`config.mk`:
```
export PLATFORM = sky130hd
export DESIGN_NAME = wb_slot_scheduler_flat
export DESIGN_NICKNAME = d
export VERILOG_FILES = /design/src/rtl/wb_slot_scheduler_pkg.sv /design/src/rtl/wb_slot_scheduler_if.sv /design/src/rtl/wb_slot_scheduler_ring.sv /design/src/rtl/wb_slot_scheduler.sv /design/src/flat_wrapper.sv
export SDC_FILE = /design/constraint.sdc
export NUM_CORES = 1
export LEC_CHECK = 0
export CAP_MARGIN = 25
export CORE_MARGIN = 2
export CORE_UTILIZATION = 45
export DETAILED_ROUTE_END_ITERATION = 6
export SLEW_MARGIN = 20
export SYNTH_ARGS = -nofsm -noshare
export SYNTH_HDL_FRONTEND = slang
export SYNTH_SLANG_ARGS = --single-unit
```
`constraint.sdc`:
```
create_clock -name clk -period 5.2 [get_ports clk]
set_input_delay 0.78 -clock clk [delete_from_list [all_inputs] [get_ports clk]]
set_output_delay 0.78 -clock clk [all_outputs]
set_load 0.02 [all_outputs]
```
`src/rtl/wb_slot_scheduler_pkg.sv`:
```
// Shared constants and types for the writeback slot scheduler.
// Bus ids, ring depth and latency width are fixed here so the ring and the top agree.
package wb_sched_pkg;

   localparam int NUM_REQ   = 2;
   localparam int NUM_WB    = 2;
   localparam int HORIZON   = 32;
   localparam int LAT_W     = 5;
   localparam int WB_IDX_W  = (NUM_WB > 1) ? $clog2(NUM_WB) : 1;
   localparam int NUM_CLAIM = NUM_REQ + 1;
   localparam int CNT_W     = $clog2(NUM_REQ + 1);
   localparam int MUL_LAT   = 9;
   localparam int MUL_WB    = 1;
   localparam int DIV_WB    = 1;

   typedef logic [LAT_W-1:0]    lat_t;
   typedef logic [WB_IDX_W-1:0] wb_idx_t;

   typedef enum logic {
      DIV_IDLE = 1'b0,
      DIV_BUSY = 1'b1
   } div_state_e;

   function automatic logic lat_legal(input lat_t lat);
      return (lat != '0) && (int'(lat) < HORIZON);
   endfunction

   function automatic logic [15:0] sat_add16(input logic [15:0] a, input logic [CNT_W-1:0] inc);
      logic [16:0] sum;
      sum = {1'b0, a} + 17'(inc);
      return sum[16] ? 16'hFFFF : sum[15:0];
   endfunction

endpackage

```
`src/rtl/wb_slot_scheduler_if.sv`:
```
// Issue/writeback handshake bundle between reservation station, divider and scheduler.
// Statistics outputs exist only when WB_SCHED_STATS_EN is defined.
interface wb_slot_scheduler_if;
   import wb_sched_pkg::*;

   logic    [NUM_REQ-1:0] IN_req;
   wb_idx_t [NUM_REQ-1:0] IN_reqWB;
   lat_t    [NUM_REQ-1:0] IN_reqLat;
   logic    [NUM_REQ-1:0] IN_reqIsDiv;
   logic                  IN_divDone;

   logic    [NUM_REQ-1:0] OUT_grant;
   logic                  OUT_divWbGrant;
   logic                  OUT_MUL_doNotIssue;
   logic                  OUT_DIV_doNotIssue;
   logic    [NUM_WB-1:0]  OUT_slotBusy;

`ifdef WB_SCHED_STATS_EN
   logic [15:0] OUT_statConflict;
   logic [15:0] OUT_statDivStall;

   modport master (
      output IN_req, IN_reqWB, IN_reqLat, IN_reqIsDiv, IN_divDone,
      input  OUT_grant, OUT_divWbGrant, OUT_MUL_doNotIssue, OUT_DIV_doNotIssue, OUT_slotBusy,
      input  OUT_statConflict, OUT_statDivStall
   );

   modport slave (
      input  IN_req, IN_reqWB, IN_reqLat, IN_reqIsDiv, IN_divDone,
      output OUT_grant, OUT_divWbGrant, OUT_MUL_doNotIssue, OUT_DIV_doNotIssue, OUT_slotBusy,
      output OUT_statConflict, OUT_statDivStall
   );
`else
   modport master (
      output IN_req, IN_reqWB, IN_reqLat, IN_reqIsDiv, IN_divDone,
      input  OUT_grant, OUT_divWbGrant, OUT_MUL_doNotIssue, OUT_DIV_doNotIssue, OUT_slotBusy
   );

   modport slave (
      input  IN_req, IN_reqWB, IN_reqLat, IN_reqIsDiv, IN_divDone,
      output OUT_grant, OUT_divWbGrant, OUT_MUL_doNotIssue, OUT_DIV_doNotIssue, OUT_slotBusy
   );
`endif

endinterface

```
`src/rtl/wb_slot_scheduler_ring.sv`:
```
// Reservation ring for one result bus: bit k set means the bus is driven k cycles after now.
// Claimants past index NUM_REQ-1 are internal (divider writeback) and are never queried.
module wb_slot_ring
   import wb_sched_pkg::*;
(
   input  logic                 clk,
   input  logic                 rst,
   input  logic [NUM_CLAIM-1:0] claim_vld,
   input  lat_t [NUM_CLAIM-1:0] claim_lat,
   output logic [NUM_REQ-1:0]   query_free,
   output logic                 slot_busy,
   output logic                 mul_peek
);

   logic [HORIZON-1:0] resv_q;
   logic [HORIZON-1:0] resv_d;
   logic [HORIZON-1:0] claim_mask;

   // A claim at latency L lands at L-1 because the whole ring shifts by one on the same edge.
   always_comb begin
      claim_mask = '0;
      for (int j = 0; j < NUM_CLAIM; j++) begin
         if (claim_vld[j] && lat_legal(claim_lat[j])) begin
            claim_mask[claim_lat[j] - lat_t'(1)] = 1'b1;
         end
      end
      resv_d = (resv_q >> 1) | claim_mask;

      query_free = '0;
      for (int i = 0; i < NUM_REQ; i++) begin
         query_free[i] = !resv_q[claim_lat[i]];
      end
   end

   always_ff @(posedge clk or posedge rst) begin
      if (rst) begin
         resv_q <= '0;
      end else begin
         resv_q <= resv_d;
      end
   end

   assign slot_busy = resv_q[1];
   assign mul_peek  = resv_q[MUL_LAT];

endmodule

```
`src/rtl/wb_slot_scheduler.sv`:
```
// Result-bus slot arbiter: books future writeback cycles per bus and tracks divider occupancy.
// Optional saturating statistics counters are built when WB_SCHED_STATS_EN is defined.
//
//  state    | meaning
//  DIV_IDLE | divider free, a div request may be granted
//  DIV_BUSY | divide in flight, released by a granted divDone
module wb_slot_scheduler
   import wb_sched_pkg::*;
(
   input  logic                clk,
   input  logic                rst,
   wb_slot_scheduler_if.slave  bus
);

   localparam logic [NUM_WB-1:0] MUL_MASK = NUM_WB'(1) << MUL_WB;

   div_state_e div_state_q;
   div_state_e div_state_d;

   logic [NUM_WB-1:0][NUM_CLAIM-1:0] ring_claim_vld;
   lat_t [NUM_CLAIM-1:0]             ring_claim_lat;
   logic [NUM_WB-1:0][NUM_REQ-1:0]   ring_free;
   logic [NUM_WB-1:0]                ring_busy;
   logic [NUM_WB-1:0]                ring_peek;

   logic [NUM_REQ-1:0] fixed_grant;
   logic [NUM_REQ-1:0] div_grant;
   logic               div_taken;
   logic               same_slot;
   logic               port_on_div_slot1;
   logic               div_wb_grant;

   for (genvar b = 0; b < NUM_WB; b++) begin : g_ring
      wb_slot_ring u_ring (
         .clk        (clk),
         .rst        (rst),
         .claim_vld  (ring_claim_vld[b]),
         .claim_lat  (ring_claim_lat),
         .query_free (ring_free[b]),
         .slot_busy  (ring_busy[b]),
         .mul_peek   (ring_peek[b])
      );
   end

   // Requesters are scanned in priority order; a slot taken by a lower index is no longer free.
   always_comb begin
      fixed_grant       = '0;
      div_grant         = '0;
      div_taken         = 1'b0;
      same_slot         = 1'b0;
      port_on_div_slot1 = 1'b0;

      for (int i = 0; i < NUM_REQ; i++) begin
         if (bus.IN_req[i]) begin
            if (bus.IN_reqIsDiv[i]) begin
               if ((div_state_q == DIV_IDLE) && !div_taken) begin
                  div_grant[i] = 1'b1;
                  div_taken    = 1'b1;
               end
            end else if (lat_legal(bus.IN_reqLat[i]) && ring_free[bus.IN_reqWB[i]][i]) begin
               same_slot = 1'b0;
               for (int k = 0; k < NUM_REQ; k++) begin
                  if ((k < i) && fixed_grant[k] &&
                      (bus.IN_reqWB[k] == bus.IN_reqWB[i]) &&
                      (bus.IN_reqLat[k] == bus.IN_reqLat[i])) begin
                     same_slot = 1'b1;
                  end
               end
               fixed_grant[i] = !same_slot;
            end
         end
      end

      for (int i = 0; i < NUM_REQ; i++) begin
         if (fixed_grant[i] && (bus.IN_reqWB[i] == wb_idx_t'(DIV_WB)) &&
             (bus.IN_reqLat[i] == lat_t'(1))) begin
            port_on_div_slot1 = 1'b1;
         end
      end

      div_wb_grant = bus.IN_divDone && !ring_busy[DIV_WB] && !port_on_div_slot1;
   end

   always_comb begin
      ring_claim_vld = '0;
      ring_claim_lat = '0;
      for (int i = 0; i < NUM_REQ; i++) begin
         ring_claim_lat[i] = bus.IN_reqLat[i];
      end
      ring_claim_lat[NUM_REQ] = lat_t'(1);

      for (int b = 0; b < NUM_WB; b++) begin
         for (int i = 0; i < NUM_REQ; i++) begin
            ring_claim_vld[b][i] = fixed_grant[i] && (bus.IN_reqWB[i] == wb_idx_t'(b));
         end
         ring_claim_vld[b][NUM_REQ] = div_wb_grant && (b == DIV_WB);
      end
   end

   always_comb begin
      div_state_d = div_state_q;
      case (div_state_q)
         DIV_IDLE: if (|div_grant)   div_state_d = DIV_BUSY;
         DIV_BUSY: if (div_wb_grant) div_state_d = DIV_IDLE;
      endcase
   end

   always_ff @(posedge clk or posedge rst) begin
      if (rst) begin
         div_state_q <= DIV_IDLE;
      end else begin
         div_state_q <= div_state_d;
      end
   end

   // Combinational grants are forced low during reset so nothing is accepted mid-reset.
   assign bus.OUT_grant          = rst ? '0 : (fixed_grant | div_grant);
   assign bus.OUT_divWbGrant     = rst ? 1'b0 : div_wb_grant;
   assign bus.OUT_MUL_doNotIssue = |(ring_peek & MUL_MASK);
   assign bus.OUT_DIV_doNotIssue = (div_state_q == DIV_BUSY);
   assign bus.OUT_slotBusy       = ring_busy;

`ifdef WB_SCHED_STATS_EN
   logic [CNT_W-1:0] conflict_cnt;
   logic [CNT_W-1:0] stall_cnt;
   logic [15:0]      stat_conflict_q;
   logic [15:0]      stat_conflict_d;
   logic [15:0]      stat_stall_q;
   logic [15:0]      stat_stall_d;

   // Illegal latencies are neither conflicts nor stalls; they are simply refused.
   always_comb begin
      conflict_cnt = '0;
      stall_cnt    = '0;
      for (int i = 0; i < NUM_REQ; i++) begin
         if (bus.IN_req[i] && !fixed_grant[i] && !div_grant[i]) begin
            if (bus.IN_reqIsDiv[i]) begin
               if (div_state_q == DIV_BUSY) begin
                  stall_cnt = stall_cnt + CNT_W'(1);
               end else begin
                  conflict_cnt = conflict_cnt + CNT_W'(1);
               end
            end else if (lat_legal(bus.IN_reqLat[i])) begin
               conflict_cnt = conflict_cnt + CNT_W'(1);
            end
         end
      end
      stat_conflict_d = sat_add16(stat_conflict_q, conflict_cnt);
      stat_stall_d    = sat_add16(stat_stall_q, stall_cnt);
   end

   always_ff @(posedge clk or posedge rst) begin
      if (rst) begin
         stat_conflict_q <= '0;
         stat_stall_q    <= '0;
      end else begin
         stat_conflict_q <= stat_conflict_d;
         stat_stall_q    <= stat_stall_d;
      end
   end

   assign bus.OUT_statConflict = stat_conflict_q;
   assign bus.OUT_statDivStall = stat_stall_q;
`endif

endmodule

```
`src/flat_wrapper.sv`:
```
// flat-port wrapper written by rule: the top's interface ports become plain ports
module wb_slot_scheduler_flat import wb_sched_pkg::*;
  (clk, rst, bus_IN_req, bus_IN_reqWB, bus_IN_reqLat, bus_IN_reqIsDiv, bus_IN_divDone, bus_OUT_grant, bus_OUT_divWbGrant, bus_OUT_MUL_doNotIssue, bus_OUT_DIV_doNotIssue, bus_OUT_slotBusy);
  wb_slot_scheduler_if bus_i ();
  input  logic clk;
  input  logic rst;
  input wire logic [$bits(bus_i.IN_req)-1:0] bus_IN_req;
  input wire logic [$bits(bus_i.IN_reqWB)-1:0] bus_IN_reqWB;
  input wire logic [$bits(bus_i.IN_reqLat)-1:0] bus_IN_reqLat;
  input wire logic [$bits(bus_i.IN_reqIsDiv)-1:0] bus_IN_reqIsDiv;
  input wire logic [$bits(bus_i.IN_divDone)-1:0] bus_IN_divDone;
  output wire logic [$bits(bus_i.OUT_grant)-1:0] bus_OUT_grant;
  output wire logic [$bits(bus_i.OUT_divWbGrant)-1:0] bus_OUT_divWbGrant;
  output wire logic [$bits(bus_i.OUT_MUL_doNotIssue)-1:0] bus_OUT_MUL_doNotIssue;
  output wire logic [$bits(bus_i.OUT_DIV_doNotIssue)-1:0] bus_OUT_DIV_doNotIssue;
  output wire logic [$bits(bus_i.OUT_slotBusy)-1:0] bus_OUT_slotBusy;
  assign bus_i.IN_req = bus_IN_req;
  assign bus_i.IN_reqWB = bus_IN_reqWB;
  assign bus_i.IN_reqLat = bus_IN_reqLat;
  assign bus_i.IN_reqIsDiv = bus_IN_reqIsDiv;
  assign bus_i.IN_divDone = bus_IN_divDone;
  assign bus_OUT_grant = bus_i.OUT_grant;
  assign bus_OUT_divWbGrant = bus_i.OUT_divWbGrant;
  assign bus_OUT_MUL_doNotIssue = bus_i.OUT_MUL_doNotIssue;
  assign bus_OUT_DIV_doNotIssue = bus_i.OUT_DIV_doNotIssue;
  assign bus_OUT_slotBusy = bus_i.OUT_slotBusy;
  wb_slot_scheduler u_core (.clk(clk), .rst(rst), .bus(bus_i));
endmodule
```
==> reports/qor.yml <==
timing:
  fmax_mhz: 213
  rsz0062_at_grt: "false"
  tightest_slew_ns: 0.983
  hold_viol_final: 0
  finClkSkew_ns: 0.00730
  layout_min_cycle_time_ns: 4.70
  setup_violations: 0
  slew_viol_final: 0
  fin_crit_sh_pct: 90.3
  postLayoutSetupSlackWorst_ns: 0.504
  setup-tns-final_ns: 0
  maxSlewHeadroom_pct: 34.0
cells_and_area:
  nNetsFinal: 544
  drive_gt1_share_pct: 17.2
  multi_input_area_um2: 2730
  seq_area_um2: 1600
  diodes: 0
  syn2layout_area_growth_pct: 11.1
  stdcell_area_um2: 5150
  fillCellCount: 980
  instances_no_fill: 666
clock_network:
  root_buffer: "clkbuf_8"
  clk_latency_ns: 0.37
  cts.sinks: 64
  cts_tree: "done"
  cts-resized-gates: 0
  cts_setup_buffers: 0
  clk_pin_slew_ns: 0.07
  ctsHtreeMaxLevel: 3
  numCtsBuffers: 9
  postCtsHoldBufs: 0
  cts_buffer_depth: 2
detailed_routing:
  wl_per_cell_um: 23.4
  drc_errors: 0
  wirelength_mm: 15.6
  vias: 4382
  via_per_inst: 6.58
  antenna_left: 0
  dr.pass1.iters: 6
  drtIter0Drc: 535
synthesis:
  yosys_warnings: 0
  synth_simple_gate_area_share_pct: 17.1
  synth-compound-area-share_pct: 24.9
  synth_top_family_by_area: "compound AO/OA/AOI/OAI gates"
  synthFlopType: "dfrtp_1"
  synthCells: 510
  postSynthAreaPerCell_um2: 9.09
  syn_area_um2: 4640
  synth_seq_cells: 64
  synth-adder-area-share_pct: 0
  synthXorXnorAreaFrac_pct: 1.32
  synthMuxAreaShare_pct: 15.0
  ys_types: 63
  synth-edff-count: 0
  synthArstFlopShare_pct: 100
  seq_area_frac_synth_pct: 34.5
power_and_ir_drop:
  seqPwrFrac_pct: 44.5
  ir_drop_v: 0.000130
  sw_frac_of_total_pct: 34.4
  total_power_mw: 1.33
  power_frac_clock_pct: 29.1
  combPwrFrac_pct: 26.4
  p_sw_uw: 457
  powerDensity_nw_per_um2: 258
  cellLeakagePower_nw: 1.91
  p_int_uw: 873
place:
  placed_area_um2: 4990
  placed_cells: 650
  hpwl_mm: 10.9
  gp_congestion: 0.923
  portBuffers: 25
  place_ws_ns: 0.538
die:
  num_rows: 37
  die_area_um2: 11100
  core_um2: 10200
  die_x_um: 106
  die_h_um: 106
  start_util_pct: 45.5
  ioPinCount: 26
grt:
  grt_pass1_vias: 4301
  grt_pass1_wl_mm: 24.7
  grt_max_degree: 65
  grt-ovfl-total: 0
  grt.total_usage_pct: 29.5
  antenna_found_initial: 0
setup_path:
  worstPathArrival_ns: 3.92
  critPathKind: "in -> out"
  endpoint_kind: "primary output"
  critPathLaunchType: "primary input"
  worstPathMaxFanout: 16
  cp.required_ns: 4.42
outcome:
  status: "finished clean"
min_path:
  hold_class: "reg -> reg"
job:
  cap_violations: 0
==> logic make-up after synthesis <==
logic type,after synthesis
flops,64
buf+inv,63
mux,42
other cells,1
xor+xnor,7
compound gates,165
simple gates,168
==> stage by stage <==
step	hold WS (ns)	utilization, %
after global placement	0.481	49.0
final	0.497	50.6
after floorplan	0.448	-
after global routing	0.522	50.6
after detailed placement	0.486	49.0
after CTS	0.499	50.6
==> path summary, 6_finish.rpt <==
path	from	endpoint	slack [ns]	cells past startpoint
worst max-delay path	bus_IN_reqLat[6]	bus_OUT_grant[1]	0.50	7
worst min-delay path	u_core.g_ring[1].u_ring.resv_q[21]$_DFF_PP0_	u_core.g_ring[1].u_ring.resv_q[20]$_DFF_PP0_	0.50	2
worst max register to register	u_core.g_ring[1].u_ring.resv_q[28]$_DFF_PP0_	u_core.g_ring[0].u_ring.resv_q[3]$_DFF_PP0_	2.17	8
worst min register to register	u_core.g_ring[1].u_ring.resv_q[21]$_DFF_PP0_	u_core.g_ring[1].u_ring.resv_q[20]$_DFF_PP0_	0.50	2
max in group asynchronous	rst	u_core.g_ring[1].u_ring.resv_q[17]$_DFF_PP0_	3.60	3
min in group asynchronous	rst	u_core.bus.OUT_DIV_doNotIssue$_DFF_PP0_	1.07	3
==> flip-flops by register name, summed over array words and instances (netlist names) <==
name                           flops
u_core.g_ring.u_ring.resv_q       63
u_core.bus.OUT_DIV_doNotIssue      1
==> cell usage after synthesis, types with 6 or more instances <==
cell type | instances | share of area (%)
nand2_1 | 70 | 5.7
dfrtp_1 | 64 | 35
a31oi_1 | 51 | 6.9
o21ai_0 | 45 | 4.9
nor2_1 | 25 | 2.0
clkbuf_1 | 24 | 1.9
mux2i_1 | 17 | 3.7
mux4_2 | 16 | 7.8
inv_1 | 15 | 1.2
nand3_1 | 15 | 1.6
o21ai_2 | 14 | 2.6
nor2b_1 | 12 | 1.6
a21oi_1 | 10 | 1.1
and2_1 | 10 | 1.3
a41oi_1 | 9 | 1.7
nor3_1 | 9 | 0.97
nand2b_1 | 6 | 0.81
o31ai_1 | 6 | 0.97
==> layout make-up <==
cell class,count,area share (%)
clock buffers,12,2.82
clock inverters,4,0.388
inverters,15,1.09
multi-input cells,384,52.9
flip-flops and latches,64,31.1
well taps,136,3.30
repair buffers,51,8.45
==> power groups by stage <==
stage | combinational (mW) | sequential, mW | clock, mW
final | 0.351 | 0.592 | 0.387
after global placement | 0.343 | 0.599 | 0
after detailed placement | 0.345 | 0.599 | 0
after CTS | 0.346 | 0.590 | 0.392
after global routing | 0.379 | 0.596 | 0.416
after floorplan | 0.246 | 0.583 | 0
==> cell usage in the layout, fill, tap and decap left out, types with 10 or more instances in the layout <==
cell / synthesis / layout
clkbuf_8: 0 / 10
a31oi_1: 51 / 51
o21ai_0: 45 / 45
and2_1: 10 / 10
mux2i_1: 17 / 17
o21ai_2: 14 / 14
nand2_1: 70 / 70
nor2_1: 25 / 25
buf_4: 5 / 26
nand3_1: 15 / 15
inv_1: 15 / 14
nor2b_1: 12 / 12
clkdlybuf4s50_1: 0 / 23
mux4_2: 16 / 16
dfrtp_1: 64 / 64
==> critical path, stage by stage <==
cell	delay, ns
clkdlybuf4s50_1	0.92
mux4_2	0.44
mux4_2	0.53
o221ai_1	0.37
o211ai_4	0.12
a21oi_1	0.14
clkdlybuf4s50_1	0.61
==> metal layers <==
layer / wire length, µm / global-route usage, % / vias up
li1: - / - / 1931
met1: 6530 / 40.0 / 2130
met2: 7020 / 45.1 / 269
met5: 0 / 0 / -
met4: 678 / 14.8 / 0
met3: 1370 / 5.81 / 52
(Power assumes the default switching activity.)
